===== config.mk =====
export PLATFORM = sky130hd
export DESIGN_NAME = decode_stage
export DESIGN_NICKNAME = d
export VERILOG_FILES = /design/src/rtl/riscv_pkg.sv /design/src/rtl/imm_gen.sv /design/src/rtl/decode_stage.sv
export SDC_FILE = /design/constraint.sdc
export NUM_CORES = 1
export LEC_CHECK = 0
export ABC_CLOCK_PERIOD_IN_PS = 2800
export BUFFER_PORTS_ARGS = -buffer_cell sky130_fd_sc_hd__buf_2
export CORE_MARGIN = 3
export CORE_UTILIZATION = 47
export DETAILED_ROUTE_END_ITERATION = 16
export HOLD_SLACK_MARGIN = 0.08
export PLACE_DENSITY_LB_ADDON = 0.05
export SLEW_MARGIN = 25
export SYNTH_ARGS = -nofsm -noshare
export SYNTH_HDL_FRONTEND = slang
export SYNTH_HIERARCHICAL = 1
export SYNTH_SLANG_ARGS = --single-unit

===== constraint.sdc =====
create_clock -name clk_i -period 2.8 [get_ports clk_i]
set_input_delay 0.42 -clock clk_i [delete_from_list [all_inputs] [get_ports clk_i]]
set_output_delay 0.42 -clock clk_i [all_outputs]
set_load 0.05 [all_outputs]

===== src/rtl/riscv_pkg.sv =====
// Shared RV32I decode definitions: opcodes, instruction classes, immediate
// formats, the ID/EX payload record and small class-property helpers.
package riscv_pkg;

  // Major opcodes, instr[6:0]
  localparam logic [6:0] OPC_OP     = 7'b0110011;
  localparam logic [6:0] OPC_OP_IMM = 7'b0010011;
  localparam logic [6:0] OPC_LOAD   = 7'b0000011;
  localparam logic [6:0] OPC_STORE  = 7'b0100011;
  localparam logic [6:0] OPC_BRANCH = 7'b1100011;
  localparam logic [6:0] OPC_JAL    = 7'b1101111;
  localparam logic [6:0] OPC_JALR   = 7'b1100111;
  localparam logic [6:0] OPC_LUI    = 7'b0110111;
  localparam logic [6:0] OPC_AUIPC  = 7'b0010111;

  // Instruction class carried to execute on type_o
  typedef enum logic [3:0] {
    TYPE_NOP     = 4'd0,
    TYPE_ALU_REG = 4'd1,
    TYPE_ALU_IMM = 4'd2,
    TYPE_LOAD    = 4'd3,
    TYPE_STORE   = 4'd4,
    TYPE_BRANCH  = 4'd5,
    TYPE_JAL     = 4'd6,
    TYPE_JALR    = 4'd7,
    TYPE_LUI     = 4'd8,
    TYPE_AUIPC   = 4'd9,
    TYPE_ILLEGAL = 4'd10
  } instr_type_e;

  // Immediate encodings; IMM_NONE yields a zero immediate
  typedef enum logic [2:0] {
    IMM_NONE = 3'd0,
    IMM_I    = 3'd1,
    IMM_S    = 3'd2,
    IMM_B    = 3'd3,
    IMM_U    = 3'd4,
    IMM_J    = 3'd5
  } imm_fmt_e;

  // Contents of the ID/EX pipeline register
  typedef struct packed {
    logic        valid;
    logic [31:0] pc;
    logic [31:0] rs1_val;
    logic [31:0] rs2_val;
    logic [31:0] imm;
    logic [4:0]  rd_id;
    logic [2:0]  funct3;
    logic        funct7b5;
    instr_type_e itype;
  } idex_t;

  // A bubble carries no instruction and an all-zero payload
  localparam idex_t IDEX_BUBBLE = '{
    valid:    1'b0,
    pc:       32'd0,
    rs1_val:  32'd0,
    rs2_val:  32'd0,
    imm:      32'd0,
    rd_id:    5'd0,
    funct3:   3'd0,
    funct7b5: 1'b0,
    itype:    TYPE_NOP
  };

  function automatic instr_type_e decode_type(input logic [6:0] opcode);
    instr_type_e t;
    case (opcode)
      OPC_OP:     t = TYPE_ALU_REG;
      OPC_OP_IMM: t = TYPE_ALU_IMM;
      OPC_LOAD:   t = TYPE_LOAD;
      OPC_STORE:  t = TYPE_STORE;
      OPC_BRANCH: t = TYPE_BRANCH;
      OPC_JAL:    t = TYPE_JAL;
      OPC_JALR:   t = TYPE_JALR;
      OPC_LUI:    t = TYPE_LUI;
      OPC_AUIPC:  t = TYPE_AUIPC;
      default:    t = TYPE_ILLEGAL;
    endcase
    return t;
  endfunction

  // rs1 is unused only by the upper-immediate forms and JAL
  function automatic logic reads_rs1(input instr_type_e t);
    return !(t inside {TYPE_NOP, TYPE_LUI, TYPE_AUIPC, TYPE_JAL});
  endfunction

  // rs2 is additionally unused by every I-format class
  function automatic logic reads_rs2(input instr_type_e t);
    return reads_rs1(t) && !(t inside {TYPE_ALU_IMM, TYPE_LOAD, TYPE_JALR});
  endfunction

  // Classes whose rd field is not a destination register
  function automatic logic writes_rd(input instr_type_e t);
    return !(t inside {TYPE_NOP, TYPE_STORE, TYPE_BRANCH, TYPE_ILLEGAL});
  endfunction

  function automatic imm_fmt_e imm_fmt_of(input instr_type_e t);
    imm_fmt_e f;
    case (t)
      TYPE_ALU_IMM, TYPE_LOAD, TYPE_JALR: f = IMM_I;
      TYPE_STORE:                         f = IMM_S;
      TYPE_BRANCH:                        f = IMM_B;
      TYPE_LUI, TYPE_AUIPC:               f = IMM_U;
      TYPE_JAL:                           f = IMM_J;
      default:                            f = IMM_NONE;
    endcase
    return f;
  endfunction

endpackage


===== src/rtl/imm_gen.sv =====
// Immediate generator: sign-extends the immediate field of the selected
// RV32I format. Purely combinational; the opcode bits are not needed.
module imm_gen
  import riscv_pkg::*;
(
  input  logic [31:7] instr_i,
  input  imm_fmt_e    fmt_i,
  output logic [31:0] imm_o
);

  // Reassemble the scattered immediate bits for each format
  always_comb begin
    // NOTE: a default is assigned before the case so no path leaves imm_o
    // unassigned, which would otherwise infer a latch.
    imm_o = 32'd0;
    case (fmt_i)
      IMM_I: imm_o = {{20{instr_i[31]}}, instr_i[31:20]};
      IMM_S: imm_o = {{20{instr_i[31]}}, instr_i[31:25], instr_i[11:7]};
      IMM_B: imm_o = {{19{instr_i[31]}}, instr_i[31], instr_i[7],
                      instr_i[30:25], instr_i[11:8], 1'b0};
      IMM_U: imm_o = {instr_i[31:12], 12'd0};
      IMM_J: imm_o = {{11{instr_i[31]}}, instr_i[31], instr_i[19:12],
                      instr_i[20], instr_i[30:21], 1'b0};
      default: imm_o = 32'd0;
    endcase
  end

endmodule


===== src/rtl/decode_stage.sv =====
// RV32I decode stage: classifies the fetched instruction, reads operands
// (with an optional writeback bypass), detects the load-use hazard and
// registers the decoded payload into the ID/EX register.
module decode_stage
  import riscv_pkg::*;
#(
  parameter bit BYPASS_EN = 1'b1
) (
  input  logic        clk_i,
  input  logic        reset_i,
  input  logic [31:0] instr_i,
  input  logic [31:0] pc_i,
  input  logic        valid_i,
  input  logic        flush_i,
  output logic [4:0]  rs1Id_o,
  output logic [4:0]  rs2Id_o,
  input  logic [31:0] rs1Data_i,
  input  logic [31:0] rs2Data_i,
  input  logic [4:0]  wbRdId_i,
  input  logic [31:0] wbRdData_i,
  output logic        stall_o,
  output logic        valid_o,
  output logic [31:0] pc_o,
  output logic [31:0] rs1Val_o,
  output logic [31:0] rs2Val_o,
  output logic [31:0] imm_o,
  output logic [4:0]  rdId_o,
  output logic [2:0]  funct3_o,
  output logic        funct7b5_o,
  output logic [3:0]  type_o
);

  instr_type_e itype;
  imm_fmt_e    imm_fmt;
  logic        uses_rs1;
  logic        uses_rs2;
  logic [4:0]  rd_id;
  logic [31:0] imm;
  logic [31:0] rs1_val;
  logic [31:0] rs2_val;
  logic        hazard;
  idex_t       idex_d;
  idex_t       idex_q;

  // Classify the instruction; an empty slot decodes as NOP and reads nothing
  always_comb begin
    itype    = TYPE_NOP;
    uses_rs1 = 1'b0;
    uses_rs2 = 1'b0;
    rd_id    = 5'd0;
    if (valid_i) begin
      itype    = decode_type(instr_i[6:0]);
      uses_rs1 = reads_rs1(itype);
      uses_rs2 = reads_rs2(itype);
      rd_id    = writes_rd(itype) ? instr_i[11:7] : 5'd0;
    end
    imm_fmt = imm_fmt_of(itype);
  end

  assign rs1Id_o = uses_rs1 ? instr_i[19:15] : 5'd0;
  assign rs2Id_o = uses_rs2 ? instr_i[24:20] : 5'd0;

  imm_gen u_imm_gen (
    .instr_i (instr_i[31:7]),
    .fmt_i   (imm_fmt),
    .imm_o   (imm)
  );

  // Operand select: x0 reads as zero, and a same-cycle writeback to the
  // register being read wins over the (not yet updated) register file
  always_comb begin
    rs1_val = rs1Data_i;
    rs2_val = rs2Data_i;
    if (BYPASS_EN) begin
      if (rs1Id_o == 5'd0)           rs1_val = 32'd0;
      else if (wbRdId_i == rs1Id_o)  rs1_val = wbRdData_i;
      if (rs2Id_o == 5'd0)           rs2_val = 32'd0;
      else if (wbRdId_i == rs2Id_o)  rs2_val = wbRdData_i;
    end
  end

  // Load-use hazard: the load in ID/EX has not produced its data yet, so a
  // dependent instruction waits one cycle; a flush kills it instead
  always_comb begin
    hazard  = idex_q.valid && (idex_q.itype == TYPE_LOAD) &&
              (idex_q.rd_id != 5'd0) &&
              ((idex_q.rd_id == rs1Id_o) || (idex_q.rd_id == rs2Id_o)) &&
              valid_i;
    stall_o = hazard && !flush_i;
  end

  // Next ID/EX contents: a bubble unless a live, unstalled instruction is here
  always_comb begin
    idex_d = IDEX_BUBBLE;
    if (valid_i && !flush_i && !stall_o) begin
      idex_d = '{
        valid:    1'b1,
        pc:       pc_i,
        rs1_val:  rs1_val,
        rs2_val:  rs2_val,
        imm:      imm,
        rd_id:    rd_id,
        funct3:   instr_i[14:12],
        funct7b5: instr_i[30],
        itype:    itype
      };
    end
  end

  // ID/EX register with synchronous reset to a bubble
  always_ff @(posedge clk_i) begin
    // NOTE: state is updated with non-blocking assignments so every flop
    // samples its input from before the edge, independent of statement order.
    if (reset_i) idex_q <= IDEX_BUBBLE;
    else         idex_q <= idex_d;
  end

  assign valid_o    = idex_q.valid;
  assign pc_o       = idex_q.pc;
  assign rs1Val_o   = idex_q.rs1_val;
  assign rs2Val_o   = idex_q.rs2_val;
  assign imm_o      = idex_q.imm;
  assign rdId_o     = idex_q.rd_id;
  assign funct3_o   = idex_q.funct3;
  assign funct7b5_o = idex_q.funct7b5;
  assign type_o     = idex_q.itype;

endmodule


==> results.yml <==
synth:
  synthCells: 704
  yosys_warnings: 6
  syn-cell-area_um2: 6930
  yosysMostFrequentCell: "dfxtp_1"
  synth_top_flop_cell: "dfxtp_1"
  yosysTopAreaCellShare_pct: 41.0
  avgSynthCellArea_um2: 9.85
  synth_seq_cells: 142
  yosys-top-cells-area: "dfxtp_1, nor4b_2, a211oi_2"
  synth_top_cell_by_area: "dfxtp_1"
  syn-num-nets: 873
  synth_cell_types: 70
  async_reset_ff_share_pct: 0
  ys_top_cells_by_count: "dfxtp_1, nand3_1, nor4b_2"
  synth_seq_area_share_pct: 41.0
  synth_edf_count: 0
cts:
  clock_latency_ns: 0.42
  cts_root_buf: "clkbuf_16"
  path_clk_slew_ns: 0.06
  cts_tree: "yes"
  cts_setup_buffers: 0
  clockBufferDepth: 2
  cts.sinks: 142
  htreeDepth: 4
  ctsResizeCount: 0
  numCtsBuffers: 17
  cts_hold_buf: 0
grt:
  grt_pass1_wl_um: 36700
  antenna_found_initial: 1
  grt_max_degree: 51
  grt_pass1_vias: 6761
  overflow: 0
  grt_usage_pct: 28.4
sta:
  slew_headroom_pct: 51.5
  layout_min_cycle_time_ns: 2.67
  setup_viol: 0
  hold_viol_final: 0
  rsz0062_at_grt: "no"
  fmax_mhz: 374
  slew_violations: 0
  min_period_over_period_pct: 95.4
  tightest_slew_ns: 0.727
  clock_skew_ns: 0.00817
  tns_ns: 0
critical_path:
  endpoint_kind: "primary output"
  crit_slowest_cell: "nor4_2"
  crit_arrival_ns: 2.25
  crit_chain: "buf_2 -> nor4_2 -> o21a_1 -> o31ai_1 -> a221oi_1 -> and4b_4 -> or2_4 -> buf_2"
  max_stage_delay_ns: 0.40
  setup.worst_path.class: "in2out"
  cp_max_fo: 9
  crit_path_frequent_cell: "buf_2"
  worstPathRequired_ns: 2.38
  critPathLaunchType: "input port"
power:
  power_mw: 4.98
  pwr_density_cell_nw_per_um2: 526
  p_leak_nw: 4.07
  ir_worst_vdd_mv: 0.373
final_layout:
  nets: 1176
  drive_gt1_share_pct: 50.1
  area_growth_pct: 36.6
min_path:
  hold_path_class: "in2reg"
placed_design:
  place.gp.congestion: 0.891
  dp.final_hpwl_um: 17700
  io_buffers: 321
outcome:
  status: "complete, no violations"
flow_run:
  drv_cap: 0
routing:
  route.detailed.drc: 0
  wire_per_inst_um: 19.9
  drtPass1Iterations: 5
  drt-vias-per-instance: 5.84
  num_vias: 7019
  ant_nets: 0
  wirelength_um: 23900
  drt_iter0_drc: 573
floorplanning:
  rows: 43
  core_um2: 14100
  initial_core_util_pct: 49.0
  top_level_ports: 322
  die_w_um: 127
  dieArea_um2: 16200
  die_y_um: 127
area by class of cell:
cell class	count	area (µm²)
antenna	1	2.50
clock inverter	10	106
timing repair buffer	366	2140
sequential	142	2840
inverter	5	18.8
clock buffer	22	464
fill	1168	4680
tap	180	225
multi-input combinational	475	3670
placed cells by master, fill, tap and decap left out, types with 7 or more instances in the layout:
cell and count:
o21ai_1 38, a211oi_2 33, a21o_1 10, nor2_1 17, a211oi_1 32, buf_12 16
and3_1 7, and2_1 7, buf_2 321, nand3_1 70, nor4b_1 12, dfxtp_1 141
o21ai_0 50, nand2_1 32, clkbuf_16 17, nor4b_2 57, nor3_1 13, buf_4 29
worst max-delay path: cells and delay by family:
family | cells | cell delay, ns
compound gates | 3 | 0.63
buf+inv | 2 | 0.40
simple gates | 3 | 0.79
registers in the layout (all words and copies together), names as in the netlist:
register / flops
funct3_o: 3
funct7b5_o: 1
imm_o: 32
pc_o: 32
rdId_o: 5
rs1Val_o: 32
rs2Val_o: 32
type_o: 4
valid_o: 1
metrics by stage:
step	cell area, µm²	util, %	hold WS, ns	setup WS [ns]	instances
2_1_floorplan	6940	-	0.539	0.00391	704
3_3_place_gp	8900	62.9	0.676	0.182	1168
3_5_place_dp	8900	62.9	0.673	0.139	1168
4_1_cts	9470	66.9	0.225	0.120	1200
5_1_grt	9470	66.9	0.251	0.0566	1201
6_report	9470	66.9	0.244	0.129	1201
cells by family after synthesis:
family,count (synthesis),synth area share [%]
AO/OA/AOI/OAI,208,22.4
buffers and inverters,87,6.79
XOR/XNOR,5,0.632
multiplexers,2,0.289
flip-flops,142,41.0
AND/OR/NAND/NOR,260,28.9
power breakdown:
part           switching [mW]  leakage [nW]  internal (mW)
logic                   0.481          2.65          0.263
registers             0.00947          1.15           2.05
clock network           0.889         0.265           1.28
routing by layer:
metal	global-route usage [%]	wire length, µm	vias up
met5	0	0	-
met3	7.32	2170	47
met2	48.5	11900	360
met4	11.2	649	0
li1	-	-	3260
met1	34.0	9110	3352
worst paths after layout:
path             endpoint  cells past startpoint  startpoint  slack [ns]
max               stall_o                      8  instr_i[3]        0.13
min             rdId_o[0]                      3  instr_i[7]        0.24
max reg2reg    funct7b5_o                      8   rdId_o[4]        0.66
min reg2reg  rs1Val_o[11]                      7     valid_o        1.17
Note: power is estimated with default switching activity, not from simulation.
